## src/rtl/shift_arbiter.sv

```systemverilog
// shift_arbiter: two requesters share one nibble rotator. A round-robin
// arbiter feeds a single-entry registered result buffer with an ID tag.
module shift_arbiter #(
    parameter int WIDTH = 4,
    parameter int AMT_W = 2
) (
    input  logic             clk,
    input  logic             rst,
    input  logic             req0_valid,
    output logic             req0_ready,
    input  logic [WIDTH-1:0] req0_data,
    input  logic [AMT_W-1:0] req0_amt,
    input  logic             req0_lft,
    input  logic             req1_valid,
    output logic             req1_ready,
    input  logic [WIDTH-1:0] req1_data,
    input  logic [AMT_W-1:0] req1_amt,
    input  logic             req1_lft,
    output logic             out_valid,
    input  logic             out_ready,
    output logic [WIDTH-1:0] out_data,
    output logic             out_id
);

    typedef struct packed {
        logic [WIDTH-1:0] data;
        logic [AMT_W-1:0] amt;
        logic             lft;
    } cmd_t;

    typedef enum logic {EMPTY = 1'b0, FULL = 1'b1} buf_state_t;

    buf_state_t       state, state_nxt;
    cmd_t [1:0]       cmd;
    logic [1:0]       req_valid;
    logic             grant;
    logic             lst;
    logic             free;
    logic             accept;

    // Rotating the doubled word lets one shift cover the wrap-around bits.
    function automatic logic [WIDTH-1:0] rotate(input logic [WIDTH-1:0] d,
                                                input logic [AMT_W-1:0] n,
                                                input logic lft);
        logic [2*WIDTH-1:0] dd;
        dd = {d, d};
        if (lft) begin
            dd = dd << n;
            return dd[2*WIDTH-1:WIDTH];
        end
        dd = dd >> n;
        return dd[WIDTH-1:0];
    endfunction

    assign cmd[0]    = '{data: req0_data, amt: req0_amt, lft: req0_lft};
    assign cmd[1]    = '{data: req1_data, amt: req1_amt, lft: req1_lft};
    assign req_valid = {req1_valid, req0_valid};

    assign out_valid = (state == FULL);
    assign free      = !out_valid || out_ready;

    // Round-robin pick: a lone requester always wins; on contention the one
    // not served last wins. With nobody asking, point at the next in turn.
    always_comb begin
        grant = ~lst;
        if (req_valid == 2'b01)
            grant = 1'b0;
        else if (req_valid == 2'b10)
            grant = 1'b1;
    end

    assign req0_ready = free && !grant && !rst;
    assign req1_ready = free &&  grant && !rst;
    assign accept     = (req0_valid && req0_ready) || (req1_valid && req1_ready);

    // Buffer occupancy: refill wins over drain so back-to-back results flow.
    always_comb begin
        state_nxt = state;
        case (state)
            EMPTY:   if (accept) state_nxt = FULL;
            FULL:    if (out_ready && !accept) state_nxt = EMPTY;
            default: state_nxt = EMPTY;
        endcase
    end

    // Occupancy register; reset drops any pending result.
    always_ff @(posedge clk) begin
        if (rst)
            state <= EMPTY;
        else
            state <= state_nxt;
    end

    // Result payload and last-served pointer advance only on an accepted
    // command; lst resets to 1 so requester 0 wins the first contention.
    always_ff @(posedge clk) begin
        if (rst) begin
            out_data <= '0;
            out_id   <= 1'b0;
            lst      <= 1'b1;
        end else if (accept) begin
            out_data <= rotate(cmd[grant].data, cmd[grant].amt, cmd[grant].lft);
            out_id   <= grant;
            lst      <= grant;
        end
    end

endmodule
```

## config.mk

```make
export PLATFORM = sky130hd
export DESIGN_NAME = shift_arbiter
export DESIGN_NICKNAME = d
export VERILOG_FILES = /design/src/rtl/shift_arbiter.sv
export SDC_FILE = /design/constraint.sdc
export NUM_CORES = 1
export LEC_CHECK = 0
export BUFFER_PORTS_ARGS = -buffer_cell sky130_fd_sc_hd__buf_2
export CAP_MARGIN = 20
export CORE_MARGIN = 1.5
export CORE_UTILIZATION = 30
export DETAILED_ROUTE_END_ITERATION = 10
export GPL_ROUTABILITY_DRIVEN = 0
export PLACE_DENSITY = 0.54
export SYNTH_ARGS = -nofsm -noshare
export SYNTH_HDL_FRONTEND = slang
export SYNTH_SLANG_ARGS = --single-unit
export TNS_END_PERCENT = 50
```

## constraint.sdc

```tcl
create_clock -name clk -period 2.7 [get_ports clk]
set_input_delay 0.54 -clock clk [delete_from_list [all_inputs] [get_ports clk]]
set_output_delay 0.54 -clock clk [all_outputs]
set_load 0.05 [all_outputs]
```

==> results.cfg, run 1 <==
[status]
status = finished clean

[drt]
routedWlPerCell_um = 10.8
route.detailed.drc = 0
via_per_inst = 4.87
first_iter_violations = 2
vias = 575
final_antenna_net_count = 0
drt_pass1_iterations = 4
routed_wl_um = 1270

[setup_path]
worstSetupEndpointType = output port
cp.arrival_ns = 1.73
crit_top_cell = buf_2
cp-startpoint = req1_valid
cp_top_family = buffers and inverters
cp_data_required_time_ns = 2.16
crit_path_top_delay_cell = maj3_2
path_max_fanout = 10
critical_path_class = in -> out
path_cells = buf_2, inv_2, maj3_2, nor3_1, buf_2
startpoint_type = input pin
worstReg2RegStart = lst
worst-path-buf-inv = 3
cp_slowest_stage_delay_ns = 0.43

[logic_synthesis]
synth_simple_gate_area_share_pct = 14.7
synth_compound_area_share_pct = 20.4
synth_mux_area_share_pct = 31.8
synth_area_um2 = 563
synth_top_area_share_pct = 24.9
synth_commonest_cells = mux2i_1 (10), dfxtp_1 (7), a21oi_1 (6), nor2_1 (6), o21ai_0 (5)
synth-xor-area-share_pct = 2.89
synth_area_leaders = dfxtp_1 (25%), mux2i_1 (18%), mux2i_4 (8.0%)
synth_most_common_cell = mux2i_1
synthAdderAreaFrac_pct = 2.00
synth-edff-count = 0
yosys_warnings = 0
synth_cell_types = 26
syn_inst = 63
synth-seq-cells = 7
syn_nets = 82
yosys.area.top_type = dfxtp_1
synth_top_family_by_area = multiplexers
syn_avg_cell_area_um2 = 8.94
ys.flop_type = dfxtp_1
async_reset_ff_share_pct = 0
seq_area_frac_synth_pct = 24.9

[global_route]
overflow = 0
grt_max_degree = 11
track_usage_pct = 11.6
antenna_found_initial = 0
first_global_vias = 451
grt_pass1_wl_um = 1790

[final_layout]
regArea_um2 = 140
syn_to_final_growth_pct = 32.7
diodes = 0
multi_input_area_um2 = 404
fin_area_um2 = 747
final_nets = 113
finish.utilization_pct = 42.8
drive_above_1_share_pct = 44.1
n_fill_cell = 210

[pwr]
pwr-share-clk_pct = 23.7
intPower_mw = 0.240
power.ir.vdd_worst_v = 0.000254
p_sw_mw = 0.154
p_leak_nw = 0.364
p_per_area_mw_per_mm2 = 528
power_frac_seq_pct = 30.9
swShare_pct = 39.1
p_comb_share_pct = 45.4

[clock_network]
cts_made_buffers = 3
tritoncts = done
cts_hold_buf = 0
clock-root-buffer = clkbuf_4
ctsResizeCount = 0
htreeDepth = 1
clk_latency_ns = 0.25
cts.path.max_buffers = 2
cts_sinks = 7
clkTransAtPathRegs_ns = 0.05
post-cts-setup-buffer-count = 0

[floorplanning]
die_w_um = 46.3
die_y_um = 46.3
std_cell_rows = 15
dieArea_mm2 = 0.00215
core_area_mm2 = 0.00175
start_util_pct = 32.3
num_io_pins = 27

[place]
dp_hpwl_um = 995
placedInstanceArea_um2 = 721
port_buffers = 26

[sta]
period_share_pct = 84.2
tightest_slew_ns = 0.432
skew_ns = 0.00289
min_period_ns = 2.27
setup_viol = 0
hold_viol = 0
tns_ns = 0
maxSlewHeadroom_pct = 70.4
fmax_mhz = 440
final-max-slew-violation-count = 0
rsz0062_at_grt = false

[worst_hold_path]
hp-class = reg -> reg
hp-start = out_data[1]

[job]
maxCapViolations = 0
==> worst reg2reg max path, delay by kind of cell, from the launching register on <==
family | cells | cell delay (ns)
adder cells (fa/ha/maj) | 1 | 0.40
XOR/XNOR | 1 | 0.28
flip-flops | 1 | 0.36
AO/OA/AOI/OAI | 2 | 0.25
multiplexers | 2 | 0.67
==> registers in the layout (all words and copies together) (netlist names) <==
name and cells:
lst 1, out_data 4, out_id 1, out_valid 1
==> final cells by class <==
type | count | share of cell area [%]
Multi-Input combinational cell | 53 | 54.1
Sequential cell | 7 | 18.8
Timing Repair Buffer | 27 | 18.4
Tap cell | 25 | 4.19
Clock buffer | 4 | 3.52
Inverter | 2 | 1.01
==> through the flow <==
| stage | instances | worst slack (ns) | hold WS (ns) | total power, mW |
|---|---|---|---|---|
| final | 118 | 0.427 | 0.474 | 0.394 |
| after global routing | 118 | 0.363 | 0.487 | 0.415 |
| after CTS | 118 | 0.423 | 0.470 | 0.397 |
| after detailed placement | 114 | 0.320 | 0.459 | 0.303 |
| after global placement | 114 | 0.352 | 0.462 | 0.301 |
| after floorplan | 63 | 0.0590 | 0.529 | 0.261 |
==> power groups by stage <==
stage | Combinational [mW] | Clock [mW] | Sequential [mW]
2_1_floorplan | 0.0993 | 0 | 0.162
3_3_place_gp | 0.177 | 0 | 0.124
3_5_place_dp | 0.179 | 0 | 0.124
4_1_cts | 0.180 | 0.0956 | 0.122
5_1_grt | 0.191 | 0.102 | 0.123
6_report | 0.179 | 0.0933 | 0.122
==> placed cells by master (no fill, tap or decap), types with 2 or more instances in the layout <==
master	Yosys	layout
o21ai_0	5	5
nor2_1	6	6
clkbuf_4	0	3
buf_2	0	26
mux2i_4	2	2
a31oi_1	2	2
mux2i_1	10	10
nand2_1	3	3
a21oi_1	6	6
mux2_2	3	3
dfxtp_1	7	7
nor3_1	3	3
==> per-layer routing <==
layer	global-route usage, %	vias up	wire length (um)
li1	-	298	-
met1	14.5	258	626
met2	18.1	15	572
met3	4.71	4	60
met4	3.43	0	13
met5	0	-	0
==> cells by family (layout without fill, tap and decap cells) <==
family | Yosys count | in the layout
buffers and inverters | 3 | 33
AO/OA/AOI/OAI | 19 | 19
adder cells (fa/ha/maj) | 1 | 1
AND/OR/NAND/NOR | 17 | 17
flip-flops | 7 | 7
multiplexers | 15 | 15
XOR/XNOR | 1 | 1
==> final timing paths <==
check	end	slack [ns]	cells after the start
worst max-delay path	req1_ready	0.43	5
worst min register to register	out_data[1]	0.47	1
worst max register to register	out_data[3]	0.64	6
worst min-delay path	out_data[1]	0.47	1
Power figures use the tool's default switching activity.
==> inputs of run 2 (changes only) <==
- ABC_AREA: not set -> 1
- PLACE_DENSITY: 0.54 -> 0.49
- clock period: 2.7 -> 2.38 ns (I/O delays scaled with it)
==> run 2 against run 1 <==
Effect of this change: count of clock-buffer cells in the layout is the same; largest power group unchanged; clock power grew 16%; via count grew 85%; final area grew 43%.
==> results.cfg, run 2 <==
[global_route]
grt_pass1_wl_um = 4150
antenna_found_initial = 0
track_usage_pct = 15.3
overflow = 0
first_global_vias = 1022
grt_max_degree = 13

[sta]
min_period_ns = 1.86
rsz0062_at_grt = false
fmax_mhz = 537
tns_ns = 0
skew_ns = 0.000142
final-max-slew-violation-count = 0
tightest_slew_ns = 0.253
maxSlewHeadroom_pct = 83.1
hold_viol = 0
setup_viol = 0
period_share_pct = 78.3
setup_ws_ns = 0.517

[worst_hold_path]
worstHoldEndpoint = out_valid
hold_depth = 2
hp-start = rst
hp-class = in -> reg

[pwr]
p_per_area_mw_per_mm2 = 539
power.ir.vdd_worst_v = 0.000418
p_leak_nw = 0.643

[clock_network]
ctsResizeCount = 0
post-cts-setup-buffer-count = 0
cts_hold_buf = 0
cts_made_buffers = 3
tritoncts = done
htreeDepth = 1
cts_sinks = 7
cts.path.max_buffers = 2
clk_latency_ns = 0.25
clkTransAtPathRegs_ns = 0.05
clock-root-buffer = clkbuf_4

[setup_path]
worstReg2RegStart = lst
worstSetupEndpointType = output port
startpoint_type = flip-flop
ff2ff_setup_slack_ns = 0.55
path_max_fanout = 12
r2r_end = out_data[3]
ff2ff_path_depth = 13
cp_data_required_time_ns = 1.90
critical_path_class = reg -> out
cp.arrival_ns = 1.39

[logic_synthesis]
seq_area_frac_synth_pct = 15.8
syn_nets = 174
synth-edff-count = 0
syn_avg_cell_area_um2 = 5.74
synth_area_um2 = 890
syn_inst = 155
synth_most_common_cell = nand2_1
ys.flop_type = dfxtp_1
synth_top_area_share_pct = 26.2
yosys_warnings = 0
synth_commonest_cells = nand2_1 (62), nand3_1 (21), inv_1 (19), dfxtp_1 (7), nand4_1 (7)
synth_cell_types = 23
async_reset_ff_share_pct = 0
synth_area_leaders = nand2_1 (26%), dfxtp_1 (16%), nand3_1 (12%)
synth-seq-cells = 7
yosys.area.top_type = nand2_1

[floorplanning]
start_util_pct = 32.0
die_w_um = 57.5
std_cell_rows = 19
num_io_pins = 27
core_area_mm2 = 0.00278
dieArea_mm2 = 0.00330
die_y_um = 57.5

[place]
dp_slack_ns = 0.294
port_buffers = 26
dp_hpwl_um = 1860

[final_layout]
multi_input_area_um2 = 632
regMostFlops = out_data
drive_above_1_share_pct = 27.3
regArea_um2 = 140
syn_to_final_growth_pct = 20.1
diodes = 0
largest_reg_flops = 4
final_nets = 203
mostFrequentLayoutCell = nand2_1
n_fill_cell = 322
mostFrequentLayoutCells = nand2_1 (62), buf_2 (26), nand3_1 (21)

[drt]
routedWlPerCell_um = 10.4
vias = 1061
drt_pass1_iterations = 4
route.detailed.drc = 0
routed_wl_um = 2230
first_iter_violations = 19
final_antenna_net_count = 0
via_per_inst = 4.96

[status]
status = finished clean

[job]
maxCapViolations = 0
-- run 2: cell count changes after synthesis, moves of 5 or more --
| cell | delta |
|---|---|
| inv_1 | +18 |
| mux2i_1 | -10 |
| nand2_1 | +59 |
| nand2_2 | +5 |
| nand3_1 | +21 |
| nand4_1 | +7 |
| o21ai_0 | -5 |
-- run 2: layout make-up --
class / instances / area share (%)
multi-input combinational: 123 / 59.1
inverter: 19 / 6.67
clock buffer: 4 / 2.46
timing repair buffer: 30 / 15.0
tap: 31 / 3.63
sequential: 7 / 13.1
-- run 2: worst max-delay path by stage --
stage,from,endpoint,slack [ns],cells after the start
finish,lst,req0_ready,0.52,5
global route,lst,out_data[3],0.34,13
CTS,lst,req0_ready,0.50,5
detailed placement,req0_valid,out_data[3],0.29,14
global placement,req0_valid,out_data[3],0.33,14
floorplan,req0_valid,req1_ready,0.32,4
-- run 2: stage by stage --
stage                     power (mW)  hold slack (ns)  cells  cell area [um2]  utilization, %
after global placement         0.473            0.454    210             1040            37.5
after floorplan                0.402            0.450    155              890               -
after global routing           0.634            0.391    214             1070            38.4
after detailed placement       0.471            0.464    210             1040            37.5
after CTS                      0.581            0.393    214             1070            38.4
final                          0.576            0.395    214             1070            38.4
-- run 2: worst max-delay path, stage by stage, from the launching register on --
cell and delay, ns:
dfxtp_1 0.36, inv_1 0.06, nand2_2 0.10, nand2_2 0.18
nor2_1 0.15, buf_2 0.28
-- run 2: cell families after synthesis --
family | after synthesis | synth area share (%)
simple gates | 113 | 63.3
buf+inv | 25 | 13.2
compound gates | 10 | 7.74
flops | 7 | 15.8
-- run 2: layer usage --
layer	global-route usage, %	part of all wire [%]	vias up
met2	27.4	49	39
met4	1.99	0.72	0
met1	19.2	46	466
li1	-	-	554
met5	0	0	-
met3	3.40	4.9	2
-- run 2: power by group --
part | leakage, nW | internal (mW) | switching [mW]
Combinational | 0.569 | 0.105 | 0.222
Clock | 0.0150 | 0.0640 | 0.0444
Sequential | 0.0586 | 0.132 | 0.00708
==> inputs of run 3 (changes only) <==
- clock period: 2.38 -> 1.8 ns (I/O delays scaled with it)
==> run 3 against run 2 <==
Effect of this change: final area up 23%; count of clock-buffer cells in the layout unchanged; combinational power up 62%; first-iteration DRC count rose by 26%; utilization is 8.7 points higher; sequential share of layout area down 2.1 points; clock skew grew 0.0013 ns; clock power grew 32%; cell count up 7.5%; register-to-register slack got worse by 0.42 ns; global-route usage increased by 0.57 points; power up 49%; largest power group unchanged; highest routed layer is now met3.
==> results.cfg, run 3 (synthesis results as in run 2) <==
[clock_network]
cts_made_buffers = 3
clk_latency_ns = 0.25
clock-root-buffer = clkbuf_4
clkTransAtPathRegs_ns = 0.05
htreeDepth = 1
tritoncts = done
cts_hold_buf = 0
cts.path.max_buffers = 2
cts_sinks = 7

[floorplanning]
num_io_pins = 27
std_cell_rows = 19
core_area_mm2 = 0.00278
start_util_pct = 32.0
die_w_um = 57.5
dieArea_mm2 = 0.00330
die_y_um = 57.5

[setup_path]
cp.arrival_ns = 1.33
cp_data_required_time_ns = 1.44
ff2ff_setup_slack_ns = 0.13
cp_slowest_stage_delay_ns = 0.36
startpoint_type = flip-flop
crit_cells = 5
worstReg2RegStart = lst
r2r_end = out_data[3]
ff2ff_path_depth = 12
worstSetupEndpointType = output port
path_max_fanout = 4
critical_path_class = reg -> out
path_cells = nand2_4, nand2_8, buf_4, a21oi_2, buf_2
worst-path-buf-inv = 2
crit_path_top_delay_cell = dfxtp_4
cp_top_family = buffers and inverters

[place]
dp_hpwl_um = 1950
port_buffers = 26
place_inst = 222

[drt]
drt_pass1_iterations = 4
vias = 1114
dr_wl_met2_um = 1220
route.detailed.drc = 0
via_per_inst = 4.84
routedWlPerCell_um = 10.5
top_layer_used = met3
met1_length_um = 1100
wl_met3_um = 102
first_iter_violations = 24
final_antenna_net_count = 0
routed_wl_um = 2420

[pwr]
p_leak_nw = 0.758
power.ir.vdd_worst_v = 0.000531
p_per_area_mw_per_mm2 = 656

[global_route]
grt_max_degree = 13
first_global_vias = 1049
grt_pass1_wl_um = 4280
overflow = 0
antenna_found_initial = 0
track_usage_pct = 15.9

[final_layout]
regMostFlops = out_data
mostFrequentLayoutCell = nand2_1
mostFrequentLayoutCells = nand2_1 (57), buf_2 (25), inv_1 (18), buf_4 (18), nand3_1 (17)
final_nets = 219
diodes = 0
fin_cells = 230
syn_to_final_growth_pct = 47.4
drive_above_1_share_pct = 39.2
largest_reg_flops = 4

[sta]
fmax_mhz = 593
min_period_ns = 1.69
hold_slack_ns = 0.277
setup_viol = 0
hold_viol = 0
skew_ns = 0.00147
maxSlewHeadroom_pct = 83.5
period_share_pct = 93.7
tightest_slew_ns = 0.249
final-max-slew-violation-count = 0
rsz0062_at_grt = true

[job]
maxCapViolations = 0

[worst_hold_path]
worstHoldEndpoint = out_valid
hold_depth = 2
hp-class = in -> reg
hp-start = rst

[status]
status = finished clean
## run 3: cell types whose count changed in the layout (fill, tap and decap cells not counted), moves of 2 or more
cell     previous run  this run
buf_4               4        18
nand3_2             3         7
nand2_4             3         5
nand2_8             0         3
nand3_1            21        17
nand2_1            62        57
## run 3: worst reg2reg max path, stage by stage (launching register included)
cell	delay [ns]
dfxtp_4	0.36
nand2_4	0.08
nand2_8	0.08
buf_8	0.14
nand3b_4	0.09
nand2_8	0.08
nor2_4	0.19
nand3_2	0.12
nand4_1	0.15
nand3_1	0.09
nand2_1	0.08
nand2_1	0.06
a21oi_2	0.10
## run 3: layout make-up
cell class	instances	area, um2
Clock buffer	4	26.3
Multi-Input combinational cell	123	719
Inverter	19	71.3
Tap cell	31	38.8
Timing Repair Buffer	46	312
Fill cell	313	1470
Sequential cell	7	144
## run 3: stage by stage
stage               setup slack, ns  utilization (%)  power (mW)  TNS [ns]  instance area [um2]
global placement            -0.0370             40.8       0.659   -0.0468                 1140
floorplan                    0.0738                -       0.533         0                  893
CTS                          0.0154             42.1       0.812         0                 1170
global route               -0.00473             47.1       0.941  -0.00473                 1310
finish                        0.114             47.1       0.860         0                 1310
detailed placement          -0.0710             40.8       0.660    -0.143                 1140
## run 3: per-layer routing
layer | up-vias | track usage [%]
li1 | 583 | -
met1 | 503 | 19.5
met2 | 28 | 29.1
met3 | 0 | 2.72
met4 | 0 | 2.99
met5 | - | 0
## run 3: worst max-delay path by stage
stage                          start           to
after floorplan            out_valid   req0_ready
after global placement    req0_valid  out_data[3]
after detailed placement  req0_valid  out_data[3]
after CTS                        lst  out_data[3]
after global routing             lst  out_data[1]
final                            lst   req1_ready
## run 3: power breakdown
part           total [mW]  internal (mW)  switching [mW]  leakage, nW
Combinational       0.531          0.203           0.328        0.684
Sequential          0.186          0.175          0.0107       0.0587
Clock               0.143         0.0846          0.0584       0.0150
## run 3: what timing repair did
action,CTS,global route
pin swaps,0,10
buffers inserted,0,3
setup endpoints to repair,1,5
endpoints found under the hold margin,0,0
gates cloned,0,1
gates resized for setup,2,22
